**src/rtl/timer_bank_if.sv**
```systemverilog
// Register bus between a CPU-side master and the timer bank slave.
interface timer_bank_if;
   logic        rd;
   logic        wr;
   logic [31:0] addr;
   logic [31:0] wdata;
   logic [31:0] rdata;

   modport master (output rd, output wr, output addr, output wdata, input rdata);
   modport slave  (input rd, input wr, input addr, input wdata, output rdata);
endinterface

```
**src/rtl/timer_bank.sv**
```systemverilog
// Bank of NUM_CH independent up-counting timers with prescalers, reload on wrap,
// pending flags and a single maskable interrupt line.
module timer_bank #(
   parameter int          NUM_CH    = 4,
   parameter logic [31:0] BASE_ADDR = 32'h40000100,
   parameter int          PRE_W     = 16
) (
   input  logic        clk,
   input  logic        reset,
   timer_bank_if.slave bus,
   input  logic        PC31,
   output logic        irqout
);
   localparam logic [1:0]  REG_TH   = 2'd0;
   localparam logic [1:0]  REG_TL   = 2'd1;
   localparam logic [1:0]  REG_TCON = 2'd2;
   localparam logic [1:0]  REG_PRE  = 2'd3;
   localparam logic [31:0] IRQ_OFF  = 32'(16 * NUM_CH);

   logic [31:0]      thQ  [NUM_CH];
   logic [31:0]      thD  [NUM_CH];
   logic [31:0]      tlQ  [NUM_CH];
   logic [31:0]      tlD  [NUM_CH];
   logic [PRE_W-1:0] preQ [NUM_CH];
   logic [PRE_W-1:0] preD [NUM_CH];
   logic [PRE_W-1:0] pcQ  [NUM_CH];
   logic [PRE_W-1:0] pcD  [NUM_CH];
   logic [NUM_CH-1:0] enQ, enD, ienQ, ienD, pendQ, pendD, osQ, osD;
   logic [NUM_CH-1:0] tick, wrap, wrSel;

   logic [31:0] offset;
   logic        aligned, chHit, irqHit;
   logic [2:0]  selCh;
   logic [1:0]  selReg;

   // Offsets below BASE_ADDR wrap to huge values, so one compare covers both ends.
   assign offset  = bus.addr - BASE_ADDR;
   assign aligned = (bus.addr[1:0] == 2'b00);
   assign chHit   = aligned && (offset < IRQ_OFF);
   assign irqHit  = aligned && (offset == IRQ_OFF);
   assign selCh   = offset[6:4];
   assign selReg  = offset[3:2];

   always_comb begin
      tick  = '0;
      wrap  = '0;
      wrSel = '0;
      enD   = enQ;
      ienD  = ienQ;
      pendD = pendQ;
      osD   = osQ;
      for (int n = 0; n < NUM_CH; n++) begin
         thD[n]  = thQ[n];
         tlD[n]  = tlQ[n];
         preD[n] = preQ[n];
         pcD[n]  = pcQ[n];

         wrSel[n] = bus.wr && chHit && (selCh == 3'(n));
         tick[n]  = enQ[n] && (pcQ[n] == preQ[n]);
         wrap[n]  = tick[n] && (tlQ[n] == 32'hFFFFFFFF);

         if (!enQ[n] || tick[n]) pcD[n] = '0;
         else                    pcD[n] = pcQ[n] + PRE_W'(1);

         if (tick[n]) tlD[n] = wrap[n] ? thQ[n] : tlQ[n] + 32'd1;
         if (wrap[n] && osQ[n]) enD[n] = 1'b0;

         // Bus writes come after the count update so they take priority.
         if (wrSel[n]) begin
            case (selReg)
               REG_TH:   thD[n] = bus.wdata;
               REG_TL:   tlD[n] = bus.wdata;
               REG_TCON: begin
                  enD[n]  = bus.wdata[0];
                  ienD[n] = bus.wdata[1];
                  osD[n]  = bus.wdata[3];
                  if (bus.wdata[2]) pendD[n] = 1'b0;
               end
               REG_PRE:  begin
                  preD[n] = bus.wdata[PRE_W-1:0];
                  pcD[n]  = '0;
               end
               default: ;
            endcase
         end
         if (bus.wr && irqHit && bus.wdata[n]) pendD[n] = 1'b0;

         // A wrap event must never be lost to a software clear in the same cycle.
         if (wrap[n] && ienQ[n]) pendD[n] = 1'b1;
      end
   end

   always_ff @(posedge clk or negedge reset) begin
      if (!reset) begin
         for (int n = 0; n < NUM_CH; n++) begin
            thQ[n]  <= '0;
            tlQ[n]  <= '0;
            preQ[n] <= '0;
            pcQ[n]  <= '0;
         end
         enQ   <= '0;
         ienQ  <= '0;
         pendQ <= '0;
         osQ   <= '0;
      end else begin
         for (int n = 0; n < NUM_CH; n++) begin
            thQ[n]  <= thD[n];
            tlQ[n]  <= tlD[n];
            preQ[n] <= preD[n];
            pcQ[n]  <= pcD[n];
         end
         enQ   <= enD;
         ienQ  <= ienD;
         pendQ <= pendD;
         osQ   <= osD;
      end
   end

   always_comb begin
      bus.rdata = '0;
      if (bus.rd) begin
         if (irqHit) begin
            bus.rdata = 32'(pendQ);
         end else if (chHit) begin
            for (int n = 0; n < NUM_CH; n++) begin
               if (selCh == 3'(n)) begin
                  case (selReg)
                     REG_TH:   bus.rdata = thQ[n];
                     REG_TL:   bus.rdata = tlQ[n];
                     REG_TCON: bus.rdata = {28'd0, osQ[n], pendQ[n], ienQ[n], enQ[n]};
                     REG_PRE:  bus.rdata = 32'(preQ[n]);
                     default:  bus.rdata = '0;
                  endcase
               end
            end
         end
      end
   end

   assign irqout = ~PC31 & (|pendQ);
endmodule

```
**src/flat_wrapper.sv**
```systemverilog
// flat-port wrapper written by rule: the top's interface ports become plain ports
module timer_bank_flat 
#(
   parameter int          NUM_CH    = 4,
   parameter logic [31:0] BASE_ADDR = 32'h40000100,
   parameter int          PRE_W     = 16
)
  (clk, reset, PC31, irqout, bus_rd, bus_wr, bus_addr, bus_wdata, bus_rdata);
  timer_bank_if bus_i ();
  input  logic clk;
  input  logic reset;
  input  logic PC31;
  output logic irqout;
  input wire logic [$bits(bus_i.rd)-1:0] bus_rd;
  input wire logic [$bits(bus_i.wr)-1:0] bus_wr;
  input wire logic [$bits(bus_i.addr)-1:0] bus_addr;
  input wire logic [$bits(bus_i.wdata)-1:0] bus_wdata;
  output wire logic [$bits(bus_i.rdata)-1:0] bus_rdata;
  assign bus_i.rd = bus_rd;
  assign bus_i.wr = bus_wr;
  assign bus_i.addr = bus_addr;
  assign bus_i.wdata = bus_wdata;
  assign bus_rdata = bus_i.rdata;
  timer_bank #(.NUM_CH(NUM_CH), .BASE_ADDR(BASE_ADDR), .PRE_W(PRE_W)) u_core (.clk(clk), .reset(reset), .bus(bus_i), .PC31(PC31), .irqout(irqout));
endmodule
```
**config.mk**
```make
export PLATFORM = sky130hd
export DESIGN_NAME = timer_bank_flat
export DESIGN_NICKNAME = d
export VERILOG_FILES = /design/src/rtl/timer_bank_if.sv /design/src/rtl/timer_bank.sv /design/src/flat_wrapper.sv
export SDC_FILE = /design/constraint.sdc
export NUM_CORES = 1
export LEC_CHECK = 0
export BUFFER_PORTS_ARGS = -buffer_cell sky130_fd_sc_hd__clkbuf_2
export CORE_MARGIN = 2
export CORE_UTILIZATION = 56
export CTS_CLUSTER_SIZE = 10
export DETAILED_ROUTE_END_ITERATION = 10
export GPL_TIMING_DRIVEN = 0
export PLACE_DENSITY = 0.78
export SYNTH_ARGS = -nofsm -noshare
export SYNTH_HDL_FRONTEND = slang
export SYNTH_SLANG_ARGS = --single-unit
```
**constraint.sdc**
```tcl
create_clock -name clk -period 4.2 [get_ports clk]
set_input_delay 0.84 -clock clk [delete_from_list [all_inputs] [get_ports clk]]
set_output_delay 0.84 -clock clk [all_outputs]
set_load 0.01 [all_outputs]
```
==> run_results.csv, run 1 <==
group,metric,value,unit
run_status,outcome,"complete, but fails checks",
run_status,violations,"setup timing",
power_and_ir_drop,switching_share,0.248,
power_and_ir_drop,power.leakage,11.6,nW
grt,top_usage_layer,"met2",
logic_synthesis,avgSynthCellArea,9.62,um^2
detailed_routing,drc,0,
clock_tree,clkTransAtPathRegs,50,ps
detailed_routing,drt_iter0_markers,2991,
logic_synthesis,synth_cell_types,70,
grt,gr-usage-met3,0.0953,
placement,place.gp.congestion,0.999,
detailed_routing,ant_nets,0,
detailed_routing,wl,93500,um
floorplan,boundaryPins,102,
setup_path,critPathCaptureType,"output pin",
setup_path,arrival,3600,ps
clock_tree,clock-sinks,400,
floorplan,core,0.0420,mm^2
sta,fmaxAchievable,225,MHz
grt,grtUsageMet2,0.631,
setup_path,slowest_stage,"o221ai_1",
layout,final_common_cell,"dfrtp_1",
clock_tree,clockBufferDepth,3,
logic_synthesis,synth_ff_type,"dfrtp_1",
clock_tree,hold_buffers,0,
clock_tree,numCtsBuffers,48,
sta,drv_slew,0,
floorplan,die_w,211,um
detailed_routing,drtPass1Iterations,5,
grt,grtUsageTotal,0.421,
setup_path,cp.required,3360,ps
floorplan,placementRows,75,
grt,grt_first_pass_wirelength,138000,um
setup_path,start_kind,"primary input",
setup_path,cp_cell_sequence,"clkbuf_2 -> clkbuf_4 -> clkbuf_4 -> buf_4 -> buf_4 -> mux2i_1 -> o21ai_0 -> o221ai_1 -> nor2_4 -> buf_6",
sta,fin_crit,4440,ps
layout,post-route-util,0.649,
layout,layout_common_cells,"dfrtp_1 (400), nand2_1 (254), mux2_2 (221)",
setup_path,critPathKind,"in -> out",
sta,skew,19.3,ps
logic_synthesis,async_flop_share,1.00,
grt,first_global_vias,21355,
sta,period_share,1.06,
logic_synthesis,synth_top_area_frac,0.418,
sta,worst_slack,-235,ps
sta,relSlewSlack,0.0866,
floorplan,dieArea,0.0444,mm^2
clock_tree,clock_latency,600,ps
logic_synthesis,syn-cell-area,0.0239,mm^2
detailed_routing,num_vias,22197,
sta,worst_pin_slew,1370,ps
logic_synthesis,netlist_instances,2486,
logic_synthesis,ys_seq_area_frac,0.418,
floorplan,fp.dieH,211,um
sta,hold_viol_final,0,
clock_tree,cts_root_buf,"clkbuf_16",
power_and_ir_drop,internal_power,0.00622,W
layout,drive_gt1_frac,0.217,
grt,grt_max_degree,99,
logic_synthesis,synth-edff-count,0,
power_and_ir_drop,clkPwrFrac,0.469,
logic_synthesis,synth_fp_nets,2563,
layout,area_growth,14.0,%
power_and_ir_drop,pwr-share-seq,0.466,
power_and_ir_drop,power.density,303,mW/mm^2
setup_path,crit_fanout,10,
logic_synthesis,yosys.area.top_type,"dfrtp_1",
clock_tree,htree_num_levels,2,
placement,dp_hpwl,69200,um
power_and_ir_drop,peakVddDrop,0.322,mV
logic_synthesis,ys_top_cells_by_area,"dfrtp_1 (42%), mux2_2 (10%), mux2i_1 (4.1%)",
grt,grt_overflow_total,0,
logic_synthesis,yosysWarnings,0,
detailed_routing,via_per_inst,6.91,
power_and_ir_drop,finalPower,0.00827,W
min_path,hold_path.class,"in -> async",
detailed_routing,routedWlPerCell,29.1,um
sta,setup_viol,28,
sta,rsz0062_at_grt,"yes",
setup_path,slowest_delay,440,ps
clock_tree,cts_tree,"yes",
layout,nets,2729,
grt,use_met1,0.586,
logic_synthesis,synth_seq_cells,400,
power_and_ir_drop,comb_power_share,0.065,
floorplan,initial_core_util,0.569,
flow_run,drv_cap,0,
power_and_ir_drop,p_switching,0.00205,W
sta,whs,224,ps
placement,port_buffers,99,
grt,antenna_found_initial,10,
sequential cells by signal (all words and copies together) (netlist names):
register,cells
u_core.enQ,4
u_core.pendQ,4
u_core.preQ,64
u_core.pcQ,64
u_core.osQ,4
u_core.tlQ,128
u_core.ienQ,4
u_core.thQ,128
area by class of cell:
type	instances	area, um^2
repair buffers	116	867
fillers	3444	14800
inverters	26	97.6
diodes	2	5.00
plain buffers	178	838
multi-input cells	1882	13400
flip-flops and latches	400	10000
well taps	539	674
clock inverters	5	57.6
clock buffers	65	1330
layer usage:
| layer | wire length, um | share of wire | vias up |
|---|---|---|---|
| met3 | 10500 | 0.11 | 255 |
| met4 | 4430 | 0.047 | 2 |
| met2 | 41200 | 0.44 | 1440 |
| met1 | 37300 | 0.40 | 11059 |
| li1 | - | - | 9441 |
| met5 | 17 | 0.00018 | - |
kinds of logic (layout without fill, tap and decap cells):
group | Yosys count | count (layout) | synth area share
AOI/OAI and AO/OA | 507 | 507 | 0.133
adders and majority gates | 8 | 8 | 0.00418
xor gates and xnor gates | 127 | 127 | 0.0465
and+or+nand+nor | 879 | 880 | 0.182
other | 0 | 2 | 0
DFF | 400 | 400 | 0.418
muxes | 360 | 360 | 0.180
buffers and inverters | 205 | 390 | 0.0356
cell usage after synthesis, types with 17 or more instances:
cell,count
a21o_1,27
a21oi_1,112
a31oi_1,37
and2_1,17
and3_1,55
and4_1,21
buf_1,17
buf_2,34
clkbuf_1,119
dfrtp_1,400
inv_1,26
mux2_2,221
mux2i_1,97
mux4_2,33
nand2_1,254
nand3_1,103
nand4_1,64
nor2_1,217
nor3_1,49
nor4_1,30
o211ai_1,51
o21ai_0,147
o22ai_1,30
xnor2_1,91
xor2_1,36
power by group through the flow:
stage	registers (W)	clock network [W]	logic, W
floorplan	0.00393	0	0.000187
global placement	0.00393	0	0.000481
detailed placement	0.00393	0	0.000499
CTS	0.00386	0.00389	0.000516
global route	0.00386	0.00405	0.000555
finish	0.00386	0.00388	0.000537
worst paths after layout:
kind                                    to  slack (ps)  cells past startpoint            start
max                          bus_rdata[15]        -240                     10      bus_addr[2]
min                         u_core.pcQ[28]         220                      1            reset
max reg2reg                u_core.tlQ[103]         220                      9  u_core.tlQ[100]
min reg2reg                u_core.pendQ[1]         530                      1   u_core.ienQ[1]
max in group asynchronous  u_core.tlQ[102]        2730                      3            reset
min in group clk           u_core.preQ[58]         530                      2    bus_wdata[10]
per-stage QoR:
stage | area, um^2 | setup WS (ps) | TNS, ps | cells
5_1_grt | 27300 | -251 | -5930 | 3211
3_3_place_gp | 25100 | -6520 | -2654310 | 3124
6_report | 27300 | -235 | -4780 | 3213
4_1_cts | 27100 | -261 | -5780 | 3210
3_5_place_dp | 25300 | -1950 | -86970 | 3133
2_1_floorplan | 23900 | 20.6 | 0 | 2486
worst max-delay path: cells and delay by family:
family | cells | cell delay, ps
AO/OA/AOI/OAI | 2 | 730
buffers and inverters | 6 | 1520
multiplexers | 1 | 400
AND/OR/NAND/NOR | 1 | 80
what timing repair did:
item / in CTS / in global routing
endpoints found under the setup margin: 32 / 32
cloned: 3 / 0
resized for setup: 112 / 60
buffers inserted: 5 / 1
pin swaps: 17 / 10
Power figures use the tool's default switching activity.
==> run 2, diff against run 1 <==
- ABC_AREA: default -> 1
==> run 2 against run 1 <==
Effect of this change:
- the run still ends with setup timing left
- register-to-register slack gained 310 ps
- synthesized cell count increased by 56%
- sequential power about the same
- first-iteration DRC count grew 75%
- sequential share of layout area shrank 3.1 points
- power rose by 5.9%
- fmax down 2.0%
- combinational power is 37% higher
- global-route usage rose by 8.6 points
- cell count rose by 45%
- synthesized area up 12%
- critical path type unchanged
- largest cell class unchanged
- highest routed layer unchanged
==> run_results.csv, run 2 <==
group,metric,value,unit
run_status,outcome,"complete, but fails checks",
run_status,violations,"setup timing",
power_and_ir_drop,power.density,294,mW/mm^2
detailed_routing,via_per_inst,6.62,
clock_tree,cts_tree,"yes",
power_and_ir_drop,p_switching,0.00246,W
setup_path,critPathKind,"in -> out",
power_and_ir_drop,switching_share,0.280,
floorplan,core,0.0474,mm^2
logic_synthesis,syn-cell-area,0.0267,mm^2
detailed_routing,wl,128000,um
logic_synthesis,async_flop_share,1.00,
layout,layout_common_cells,"nand2_1 (1,233), dfrtp_1 (400), inv_1 (318)",
floorplan,placementRows,80,
sta,hold_viol_final,0,
layout,fin_cells,4661,
clock_tree,clkTransAtPathRegs,60,ps
power_and_ir_drop,pwr-share-seq,0.440,
min_path,hold_path.class,"in -> async",
power_and_ir_drop,internal_power,0.00631,W
grt,grt_max_degree,109,
setup_path,rrSetupSlack,530,ps
sta,worst_pin_slew,1340,ps
logic_synthesis,synth_cell_types,56,
setup_path,start_kind,"primary input",
grt,antenna_found_initial,3,
grt,first_global_vias,28044,
sta,fin_crit,4520,ps
logic_synthesis,synth_ff_type,"dfrtp_1",
power_and_ir_drop,comb_power_share,0.084,
placement,place.gp.congestion,1.11,
floorplan,boundaryPins,102,
flow_run,drv_cap,0,
setup_path,r2r_end,"u_core.tlQ[40]",
floorplan,fp.dieH,223,um
layout,nets,4094,
clock_tree,clock-sinks,400,
setup_path,rr_startpoint,"u_core.tlQ[33]",
layout,reg_top3,"u_core.thQ: 128 flops, u_core.tlQ: 128 flops",
logic_synthesis,synth_top_area_frac,0.374,
detailed_routing,drtPass1Iterations,7,
power_and_ir_drop,peakVddDrop,0.307,mV
sta,drv_slew,0,
clock_tree,numCtsBuffers,49,
detailed_routing,routedWlPerCell,27.4,um
layout,final_common_cell,"nand2_1",
sta,worst_slack,-324,ps
sta,rsz0062_at_grt,"yes",
layout,drive_gt1_frac,0.0822,
clock_tree,clock_latency,650,ps
setup_path,critPathCaptureType,"output pin",
clock_tree,htree_num_levels,2,
logic_synthesis,yosysWarnings,0,
setup_path,crit_fanout,10,
sta,period_share,1.08,
sta,relSlewSlack,0.105,
clock_tree,cts_root_buf,"clkbuf_16",
power_and_ir_drop,clkPwrFrac,0.476,
logic_synthesis,netlist_instances,3868,
setup_path,rr_worst_depth,14,
detailed_routing,drc,0,
logic_synthesis,ys_seq_area_frac,0.374,
detailed_routing,drt_iter0_markers,5229,
placement,port_buffers,89,
clock_tree,hold_buffers,0,
layout,area_growth,11.5,%
logic_synthesis,synth_most_common_cell,"nand2_1",
grt,grt_first_pass_wirelength,184000,um
sta,fin_setup_tns,-950,ps
logic_synthesis,synth-edff-count,0,
floorplan,die_w,223,um
floorplan,dieArea,0.0495,mm^2
sta,skew,41.5,ps
grt,grt_overflow_total,0,
logic_synthesis,synth_seq_cells,400,
detailed_routing,num_vias,30838,
placement,dp_hpwl,96300,um
power_and_ir_drop,power.leakage,14.2,nW
logic_synthesis,ys_top_cells_by_area,"dfrtp_1 (37%), nand2_1 (17%), nand4_1 (6.6%)",
placement,placed_cells,4576,
sta,fmaxAchievable,221,MHz
detailed_routing,ant_nets,0,
logic_synthesis,yosys.area.top_type,"dfrtp_1",
setup_path,arrival,3680,ps
setup_path,cp.required,3360,ps
logic_synthesis,synth_fp_nets,3945,
sta,setup_viol,10,
clock_tree,clockBufferDepth,3,
logic_synthesis,avgSynthCellArea,6.91,um^2
grt,grtUsageTotal,0.507,
logic_synthesis,synthTopCellsByCount,"nand2_1 (1,234), dfrtp_1 (400), inv_1 (319)",
floorplan,initial_core_util,0.564,
-- run 2: worst max path at each step --
stage,from,to,slack (ps)
6_report,bus_addr[6],bus_rdata[9],-320
5_1_grt,bus_addr[6],bus_rdata[9],-140
4_1_cts,bus_addr[2],bus_rdata[6],-20
3_5_place_dp,bus_addr[1],bus_rdata[14],-1340
3_3_place_gp,reset,u_core.pcQ[9],-7030
2_1_floorplan,bus_addr[6],bus_rdata[15],800
-- run 2: power groups by stage --
| stage | registers [W] | clock network, W | logic [W] |
|---|---|---|---|
| detailed placement | 0.00392 | 0 | 0.000657 |
| finish | 0.00386 | 0.00418 | 0.000734 |
| global route | 0.00385 | 0.00425 | 0.000734 |
| CTS | 0.00386 | 0.00412 | 0.000671 |
| floorplan | 0.00393 | 0 | 0.000244 |
| global placement | 0.00393 | 0 | 0.000644 |
-- run 2: repair_timing --
item                                    in CTS  in global routing
pin swaps                                    6                  1
endpoints found under the setup margin      32                 31
resized for setup                           63                 40
setup buffers                                7                  0
-- run 2: final cells by class --
cell class / instances / area (um^2)
Timing Repair Buffer: 100 / 617
Tap cell: 615 / 769
Multi-Input combinational cell: 2905 / 14600
Buffer: 236 / 1130
Inverter: 325 / 1230
Antenna cell: 5 / 12.5
Clock inverter: 7 / 104
Sequential cell: 400 / 10000
Clock buffer: 68 / 1380
Fill cell: 4438 / 17600
-- run 2: layer usage --
| metal | track usage | vias up | wire length, um |
|---|---|---|---|
| li1 | - | 13277 | - |
| met1 | 0.658 | 14311 | 46600 |
| met2 | 0.697 | 2609 | 50600 |
| met3 | 0.175 | 637 | 18800 |
| met4 | 0.373 | 4 | 11600 |
| met5 | 0.0117 | - | 38 |
-- run 2: stage by stage --
step                      hold WS (ps)  instance area [um^2]  total power, W  setup slack (ps)  utilization
after floorplan                    441                 26700         0.00417               805            -
after global placement             454                 28000         0.00457             -7030        0.589
after detailed placement           458                 28100         0.00458             -1340        0.592
after CTS                          246                 29700         0.00865             -17.6        0.627
after global routing               280                 29800         0.00884              -138        0.628
final                              218                 29800         0.00876              -324        0.629
-- run 2: worst max-delay path, cell delays in order --
cell and delay (ps):
clkbuf_2 170, inv_1 110, nand2_2 260, nor2_4 230, inv_1 210, buf_2 350, a21oi_1 320, o221ai_1 330
a211oi_2 610, clkbuf_2 240
-- run 2: cells by family after synthesis --
family / synth area share
multiplexers: 0.00337
XOR/XNOR: 0.0498
flip-flops: 0.374
buffers and inverters: 0.0851
AO/OA/AOI/OAI: 0.131
AND/OR/NAND/NOR: 0.353
adder cells (fa/ha/maj): 0.00374
